**config.mk**
```make
export PLATFORM = sky130hd
export DESIGN_NAME = phy_rx_sync_ctrl_flat
export DESIGN_NICKNAME = d
export VERILOG_FILES = /design/src/rtl/phy_rx_sync_ctrl_pkg.sv /design/src/rtl/phy_rx_sync_ctrl_if.sv /design/src/rtl/phy_rx_sync_ctrl_comma_detect.sv /design/src/rtl/phy_rx_sync_ctrl.sv /design/src/flat_wrapper.sv
export SDC_FILE = /design/constraint.sdc
export NUM_CORES = 1
export LEC_CHECK = 0
export BUFFER_PORTS_ARGS = -buffer_cell sky130_fd_sc_hd__buf_4
export CAP_MARGIN = 25
export CORE_ASPECT_RATIO = 1.4
export CORE_UTILIZATION = 45
export DETAILED_ROUTE_END_ITERATION = 16
export PLACE_DENSITY = 0.7
export SLEW_MARGIN = 10
export SYNTH_ARGS = -nofsm -noshare
export SYNTH_HDL_FRONTEND = slang
export SYNTH_SLANG_ARGS = --single-unit
```
**constraint.sdc**
```tcl
create_clock -name clk_32f -period 1.5 [get_ports clk_32f]
set_input_delay 0.075 -clock clk_32f [delete_from_list [all_inputs] [get_ports clk_32f]]
set_output_delay 0.075 -clock clk_32f [all_outputs]
set_load 0.005 [all_outputs]
```
**src/rtl/phy_rx_sync_ctrl_pkg.sv**
```systemverilog
// Shared PHY lane definitions: sync FSM encoding plus the comma and TX
// serializer byte patterns.
package phy_rx_sync_ctrl_pkg;

  typedef enum logic [1:0] {
    HUNT   = 2'd0,
    ALIGN  = 2'd1,
    ACTIVE = 2'd2
  } sync_state_t;

  localparam logic [7:0] COMMA_BYTE        = 8'hBC;
  localparam logic [7:0] TX_IDLE_PATTERN   = 8'hBC;
  localparam logic [7:0] TX_ACTIVE_PATTERN = 8'h7C;

endpackage

```
**src/rtl/phy_rx_sync_ctrl_if.sv**
```systemverilog
// Lane-side signal bundle of the receive sync controller; master drives the
// serial stream and enable, slave is the controller.
interface phy_rx_sync_ctrl_if;

  logic       enable;
  logic       in_serial;
  logic       active;
  logic [7:0] data_out;
  logic       valid_out;
  logic [1:0] sync_state;

  modport master (
    output enable, in_serial,
    input  active, data_out, valid_out, sync_state
  );

  modport slave (
    input  enable, in_serial,
    output active, data_out, valid_out, sync_state
  );

endinterface

```
**src/rtl/phy_rx_sync_ctrl_comma_detect.sv**
```systemverilog
// Serial-to-parallel shift register with a comma compare on its contents.
module phy_rx_sync_ctrl_comma_detect
  import phy_rx_sync_ctrl_pkg::*;
#(
  parameter logic [7:0] COMMA = COMMA_BYTE
) (
  input  logic       clk_32f,
  input  logic       reset,
  input  logic       in_serial,
  output logic [7:0] sr,
  output logic       is_comma
);

  logic [7:0] sr_reg;

  // MSB arrives first, so new bits enter at the LSB end.
  always_ff @(posedge clk_32f or posedge reset) begin
    if (reset) begin
      sr_reg <= 8'h00;
    end else begin
      sr_reg <= {sr_reg[6:0], in_serial};
    end
  end

  assign sr       = sr_reg;
  assign is_comma = (sr_reg == COMMA);

endmodule

```
**src/rtl/phy_rx_sync_ctrl.sv**
```systemverilog
// Receive link sync controller: hunts for the comma, locks byte alignment
// after SYNC_COUNT aligned commas and then delivers aligned data bytes.
module phy_rx_sync_ctrl
  import phy_rx_sync_ctrl_pkg::*;
#(
  parameter int unsigned SYNC_COUNT = 4,
  parameter logic [7:0]  COMMA      = COMMA_BYTE
) (
  input  logic              clk_32f,
  input  logic              reset,
  phy_rx_sync_ctrl_if.slave lane
);

  localparam logic [3:0] SYNC_TARGET = 4'(SYNC_COUNT);

  sync_state_t state_reg, state_next;
  logic [2:0]  bit_cnt_reg, bit_cnt_next;
  logic [3:0]  bc_cnt_reg, bc_cnt_next;
  logic [7:0]  data_reg, data_next;
  logic        valid_reg, valid_next;
  logic        active_reg;
  logic [7:0]  sr;
  logic        is_comma;
  logic        boundary;
  logic [3:0]  bc_inc;

  phy_rx_sync_ctrl_comma_detect #(
    .COMMA(COMMA)
  ) u_comma_detect (
    .clk_32f  (clk_32f),
    .reset    (reset),
    .in_serial(lane.in_serial),
    .sr       (sr),
    .is_comma (is_comma)
  );

  assign boundary = (bit_cnt_reg == 3'd7);
  assign bc_inc   = bc_cnt_reg + 4'd1;

  always_comb begin
    state_next   = state_reg;
    bit_cnt_next = bit_cnt_reg;
    bc_cnt_next  = bc_cnt_reg;
    data_next    = data_reg;
    valid_next   = valid_reg;
    // Dropping enable overrides any boundary decision in the same cycle.
    if (!lane.enable) begin
      state_next   = HUNT;
      bit_cnt_next = 3'd0;
      bc_cnt_next  = 4'd0;
      valid_next   = 1'b0;
    end else begin
      case (state_reg)
        HUNT: begin
          bit_cnt_next = 3'd0;
          if (is_comma) begin
            bc_cnt_next = 4'd1;
            state_next  = (SYNC_TARGET == 4'd1) ? ACTIVE : ALIGN;
          end
        end
        ALIGN: begin
          bit_cnt_next = bit_cnt_reg + 3'd1;
          if (boundary) begin
            if (!is_comma) begin
              state_next   = HUNT;
              bit_cnt_next = 3'd0;
              bc_cnt_next  = 4'd0;
            end else if (bc_inc >= SYNC_TARGET) begin
              bc_cnt_next = SYNC_TARGET;
              state_next  = ACTIVE;
            end else begin
              bc_cnt_next = bc_inc;
            end
          end
        end
        ACTIVE: begin
          bit_cnt_next = bit_cnt_reg + 3'd1;
          if (boundary) begin
            if (is_comma) begin
              valid_next = 1'b0;
            end else begin
              data_next  = sr;
              valid_next = 1'b1;
            end
          end
        end
        default: begin
          state_next   = HUNT;
          bit_cnt_next = 3'd0;
          bc_cnt_next  = 4'd0;
          valid_next   = 1'b0;
        end
      endcase
    end
  end

  always_ff @(posedge clk_32f or posedge reset) begin
    if (reset) begin
      state_reg   <= HUNT;
      bit_cnt_reg <= 3'd0;
      bc_cnt_reg  <= 4'd0;
      data_reg    <= 8'h00;
      valid_reg   <= 1'b0;
      active_reg  <= 1'b0;
    end else begin
      state_reg   <= state_next;
      bit_cnt_reg <= bit_cnt_next;
      bc_cnt_reg  <= bc_cnt_next;
      data_reg    <= data_next;
      valid_reg   <= valid_next;
      active_reg  <= (state_next == ACTIVE);
    end
  end

  assign lane.active     = active_reg;
  assign lane.data_out   = data_reg;
  assign lane.valid_out  = valid_reg;
  assign lane.sync_state = state_reg;

endmodule

```
**src/flat_wrapper.sv**
```systemverilog
// flat-port wrapper written by rule: the top's interface ports become plain ports
module phy_rx_sync_ctrl_flat import phy_rx_sync_ctrl_pkg::*;
#(
  parameter int unsigned SYNC_COUNT = 4,
  parameter logic [7:0]  COMMA      = COMMA_BYTE
)
  (clk_32f, reset, lane_enable, lane_in_serial, lane_active, lane_data_out, lane_valid_out, lane_sync_state);
  phy_rx_sync_ctrl_if lane_i ();
  input  logic clk_32f;
  input  logic reset;
  input wire logic [$bits(lane_i.enable)-1:0] lane_enable;
  input wire logic [$bits(lane_i.in_serial)-1:0] lane_in_serial;
  output wire logic [$bits(lane_i.active)-1:0] lane_active;
  output wire logic [$bits(lane_i.data_out)-1:0] lane_data_out;
  output wire logic [$bits(lane_i.valid_out)-1:0] lane_valid_out;
  output wire logic [$bits(lane_i.sync_state)-1:0] lane_sync_state;
  assign lane_i.enable = lane_enable;
  assign lane_i.in_serial = lane_in_serial;
  assign lane_active = lane_i.active;
  assign lane_data_out = lane_i.data_out;
  assign lane_valid_out = lane_i.valid_out;
  assign lane_sync_state = lane_i.sync_state;
  phy_rx_sync_ctrl #(.SYNC_COUNT(SYNC_COUNT), .COMMA(COMMA)) u_core (.clk_32f(clk_32f), .reset(reset), .lane(lane_i));
endmodule
```
==> metrics.yaml, run 1 <==
grt:
  grt_pass1_vias: 970
  antenna_found_initial: 0
  grt_pass1_wl_um: 4200
  grt_max_degree: 28
  grt_remaining_overflow: 0
  grt.total_usage_pct: 20.1
synth:
  synth_fp_nets: 109
  yosys.area.top_type: "dfrtp_1"
  syn_avg_cell_area_um2: 12.3
  synth_cells: 98
  ys_seq_elements: 27
  synth_area_mm2: 0.00120
  ys_warn_count: 0
  synthTopCellsByArea: "dfrtp_1 56%, mux2_2 8.4%, ha_1 7.3%"
  synthDistinctLibCells: 33
  yosysSeqAreaShare_pct: 56.1
  yosysTopAreaCellShare_pct: 56.1
worst_setup_path:
  crit_type: "register to register"
  critPathMaxFanout: 4
  endpoint_kind: "register"
  arrival_ns: 1.87
  cp-start-kind: "register"
  required_ns: 1.77
timing:
  finalSetupViolations: 12
  period_needed_ns: 1.60
  fmaxAchievable_ghz: 0.626
  setup_ws_ns: -0.0982
  min_period_over_period_pct: 107
  tns_ns: -0.498
  hold_viol: 0
  slew_headroom_pct: 78.0
  worst_slew_pin_slew_ns: 0.330
  drv_slew: 0
  rsz0062_at_grt: "true"
  fin_skew_ns: 0.00236
floorplanning:
  die_height_um: 63.2
  dieWidth_um: 45.7
  initial_core_util_pct: 48.7
  core-area_mm2: 0.00247
  dieArea_mm2: 0.00289
  ios: 16
  rows: 21
finish:
  multiInputGateArea_um2: 661
  mostFrequentLayoutCells: "35 x buf_4, 26 x dfrtp_1, 9 x mux2_4, 6 x inv_1"
  diodes: 0
  layout.filler_cells: 192
  design_area_mm2: 0.00175
  drive_above_1_share_pct: 52.1
  final_common_cell: "buf_4"
  postLayoutCoreUtil_pct: 70.7
  final_cell_count_no_fill: 174
  fin_nets: 152
  syn2layout_area_growth_pct: 45.0
  seqCellArea_um2: 677
flow_run:
  maxCapViolCount: 0
routing:
  wl_per_cell_um: 14.4
  drt_iter0_markers: 12
  vias: 916
  final_antenna_net_count: 0
  avgViaCountPerCell: 5.26
  drcViolationCount: 0
  finalWirelength_um: 2510
  first_pass_iters: 3
cts:
  clock-root-buffer: "clkbuf_4"
  cts_buffers: 3
  cts_buffer_depth: 2
  clock-sinks: 27
  cts_tree: "built"
  clkSlewWorstSetupHoldPaths_ns: 0.14
  clkLatencyLatePin_ns: 0.32
  h-tree-depth: 1
placement:
  pre_cts_slack_ns: -0.181
  io_buffer_count: 15
  place_congestion: 0.810
  hpwl_um: 1740
  placed_area_mm2: 0.00151
  dp_cells: 166
worst_hold_path:
  hold_path.class: "primary input to register"
pwr:
  p_leak_nw: 0.851
  power_per_cell_area_mw_per_mm2: 720
  ir_drop_mv: 0.788
run_status:
  status: "complete, but fails checks"
  violations: "setup timing"
[final cells by class]
type                       instances  share of cell area, %
clock buffer                       3                   1.29
clock inverter                     1                  0.287
multi-input combinational         62                   37.8
inverter                           8                   1.86
timing repair buffer              39                   17.5
tap                               34                   2.44
sequential                        27                   38.8
[path summary, 6_finish.rpt]
kind | cells past startpoint | slack, ns | startpoint | to
worst min register to register | 0 | 0.43 | u_core.u_comma_detect.sr[1] | u_core.u_comma_detect.sr[2]
worst min-delay path | 2 | 0.06 | lane_enable | u_core.bit_cnt_reg[1]
min in group asynchronous | 4 | 0.34 | reset | u_core.bit_cnt_reg[2]
worst max-delay path | 7 | -0.1 | u_core.bit_cnt_reg[0] | u_core.lane.active
max in group asynchronous | 4 | 0.90 | reset | u_core.lane.sync_state[1]
worst max register to register | 7 | -0.1 | u_core.bit_cnt_reg[0] | u_core.lane.active
[cells by family (layout without fill, tap and decap cells)]
kind of cell,count (synthesis),after routing,synth area share (%)
adder cells (fa/ha/maj),7,7,7.28
multiplexers,9,9,8.42
flip-flops,27,27,56.1
buffers and inverters,9,51,2.81
AO/OA/AOI/OAI,21,21,13.3
AND/OR/NAND/NOR,25,25,12.1
[cell usage after synthesis, drive strengths merged]
library cell,instances
and4b,1
a21oi,3
or3,1
nand2,5
mux2,9
nand4,3
clkbuf,1
dfrtp,27
o32ai,1
o31ai,2
and2,3
or2,1
ha,7
o21a,1
nand3,1
o41ai,1
nor4,1
inv,8
a21o,3
o211ai,1
and4,1
o22ai,2
a31oi,1
nor2b,1
o21ai,5
nor2,5
nand2b,2
o2111a,1
[metrics by stage]
stage	hold slack [ns]	power, mW
CTS	0.0584	1.25
finish	0.0574	1.26
floorplan	0.106	0.850
global placement	0.153	0.920
detailed placement	0.157	0.924
global route	0.0512	1.32
[per-layer routing]
layer  GRT usage [%]  part of all wire, %  vias to the layer above
li1                -                    -                      438
met1            24.6                   41                      461
met2            33.0                   55                       12
met3            3.44                  1.7                        5
met4            9.56                  1.6                        0
met5               0                    0                        -
[power breakdown]
part / switching (mW) / total (mW) / internal [mW]
logic: 0.0843 / 0.178 / 0.0938
registers: 0.0163 / 0.765 / 0.749
clock network: 0.212 / 0.312 / 0.100
total: 0.313 / 1.26 / 0.943
[what timing repair did]
item | 4_1_cts | 5_1_grt
hold buffers | 2 | 0
endpoints found under the hold margin | 28 | 0
resized for setup | 26 | 9
setup buffers | 1 | 1
pin swaps | 15 | 3
setup endpoints to repair | 14 | 14
[worst max-delay path, cell delays in order, from the launching register on]
cell      delay [ns]
dfrtp_1         0.41
ha_4            0.16
ha_4            0.15
inv_4           0.04
or3_4           0.33
a21o_2          0.20
o211ai_1        0.10
and2_1          0.16
(Power assumes the default switching activity.)
==> run 2, diff against run 1 <==
--- a/config.mk
+++ b/config.mk
@@ -10,7 +10,7 @@
 export CORE_ASPECT_RATIO = 1.4
 export CORE_UTILIZATION = 45
 export DETAILED_ROUTE_END_ITERATION = 16
-export PLACE_DENSITY = 0.7
+export PLACE_DENSITY = 0.68
 export SLEW_MARGIN = 10
 export SYNTH_ARGS = -nofsm -noshare
 export SYNTH_HDL_FRONTEND = slang
==> constraint.sdc (replaced) <==
create_clock -name clk_32f -period 1.9 [get_ports clk_32f]
set_input_delay 0.095 -clock clk_32f [delete_from_list [all_inputs] [get_ports clk_32f]]
set_output_delay 0.095 -clock clk_32f [all_outputs]
set_load 0.005 [all_outputs]
==> metrics.yaml, run 2 (synthesis results as in run 1) <==
finish:
  diodes: 0
  drive_above_1_share_pct: 32.5
  final_common_cell: "dfrtp_1"
  design_area_mm2: 0.00142
  mostFrequentLayoutCells: "27 x dfrtp_1, 17 x buf_4, 9 x mux2_2, 7 x inv_1, 7 x ha_1"
  fin_nets: 132
  syn2layout_area_growth_pct: 18.0
timing:
  period_needed_ns: 1.78
  min_period_over_period_pct: 93.6
  tns_ns: 0
  setup_ws_ns: 0.121
  rsz0062_at_grt: "false"
  hold_ws_ns: 0.0649
  finalSetupViolations: 0
  drv_slew: 0
  fmaxAchievable_ghz: 0.562
  fin_skew_ns: 0.00170
  slew_headroom_pct: 77.4
  hold_viol: 0
  worst_slew_pin_slew_ns: 0.335
routing:
  wl_per_cell_um: 13.7
  drt_iter0_markers: 16
  avgViaCountPerCell: 5.16
  finalWirelength_um: 2110
  vias: 795
  drcViolationCount: 0
  final_antenna_net_count: 0
  first_pass_iters: 4
run_status:
  status: "finished clean"
floorplanning:
  ios: 16
  core-area_mm2: 0.00247
  die_height_um: 63.2
  dieWidth_um: 45.7
  initial_core_util_pct: 48.7
  rows: 21
  dieArea_mm2: 0.00289
worst_setup_path:
  rrSetupSlack_ns: 0.12
  critPathTopFamily: "simple AND/OR/NAND/NOR gates"
  cp-start-kind: "register"
  required_ns: 2.18
  critPathMaxFanout: 7
  cp_cell_sequence: "inv_1 > ha_1 > or3_1 > a21o_2 > o211ai_1 > and2_1"
  crit_type: "register to register"
  startpoint: "u_core.lane.sync_state[1]"
  r2r_start: "u_core.lane.sync_state[1]"
  arrival_ns: 2.06
  endpoint_kind: "register"
  path_buf_inv: 1
  cp_slowest_cell: "dfrtp_1"
  reg2reg_to: "u_core.lane.active"
  r2r_cells: 6
  worst_path_largest_cell_delay_ns: 0.49
cts:
  clkLatencyLatePin_ns: 0.32
  cts_tree: "built"
  cts_buffers: 3
  cts_resized: 0
  h-tree-depth: 1
  cts_buffer_depth: 2
  clock-sinks: 27
  clkSlewWorstSetupHoldPaths_ns: 0.15
  clock-root-buffer: "clkbuf_4"
placement:
  place_congestion: 0.838
  pre_cts_slack_ns: 0.155
  hpwl_um: 1550
  io_buffer_count: 15
  placed_area_mm2: 0.00137
pwr:
  p_leak_nw: 0.700
  power_per_cell_area_mw_per_mm2: 664
  power_uw: 943
  ir_drop_mv: 0.583
grt:
  grt_max_degree: 28
  antenna_found_initial: 0
  grt_remaining_overflow: 0
  grt_pass1_vias: 830
  grt.total_usage_pct: 17.2
  grt_pass1_wl_um: 3740
worst_hold_path:
  hold_path.class: "primary input to register"
  hold_depth: 2
  worst_hold_startpoint: "lane_enable"
  hold-path-endpoint: "u_core.bit_cnt_reg[1]"
flow_run:
  maxCapViolCount: 0
==> run 2: cell count changes in the layout (fill, tap and decap cells not counted), moves of 2 or more <==
| cell | previous run | this run |
|---|---|---|
| o21ai_0 | 1 | 4 |
| mux2_4 | 9 | 0 |
| o21ai_1 | 3 | 0 |
| mux2_2 | 0 | 9 |
| ha_1 | 2 | 7 |
| ha_4 | 5 | 0 |
| a21oi_2 | 2 | 0 |
| a21oi_1 | 1 | 3 |
| buf_4 | 35 | 17 |
| buf_6 | 2 | 0 |
==> run 2: worst max-delay path by stage <==
stage                          to  cells past startpoint
2_1_floorplan  u_core.lane.active                      7
3_3_place_gp   u_core.lane.active                      6
3_5_place_dp   u_core.lane.active                      6
4_1_cts        u_core.lane.active                      6
5_1_grt        u_core.lane.active                      6
6_report       u_core.lane.active                      6
==> run 2: layout make-up <==
| cell class | instances | area, um2 |
|---|---|---|
| Clock buffer | 3 | 22.5 |
| Clock inverter | 1 | 7.51 |
| Fill cell | 237 | 1050 |
| Inverter | 8 | 30.0 |
| Multi-Input combinational cell | 62 | 494 |
| Sequential cell | 27 | 676 |
| Tap cell | 34 | 42.5 |
| Timing Repair Buffer | 19 | 148 |
==> run 2: per-stage QoR <==
stage	instances	utilization, %
floorplan	98	-
global placement	148	55.5
detailed placement	148	55.5
CTS	154	57.5
global route	154	57.5
finish	154	57.5
==> run 2: layer usage <==
layer / track usage [%] / vias up / part of all wire (%)
met1: 21.7 / 385 / 43
met2: 28.7 / 16 / 53
met4: 6.62 / 0 / 0.81
met5: 0 / - / 0
met3: 2.58 / 2 / 3.4
li1: - / 392 / -
==> run 2: repair_timing <==
action | CTS | global route
setup buffers | 0 | 0
setup endpoints to repair | 0 | 0
hold buffers | 2 | 0
endpoints found under the hold margin | 28 | 0
==> run 2: worst reg2reg max path: stages (launching register included) <==
cell,delay (ns)
dfrtp_1,0.49
inv_1,0.13
ha_1,0.26
or3_1,0.39
a21o_2,0.22
o211ai_1,0.10
and2_1,0.15
==> run 2: power by group <==
group	internal, mW	switching (mW)
registers	0.591	0.0163
clock network	0.0805	0.177
logic	0.0347	0.0437
total	0.706	0.237
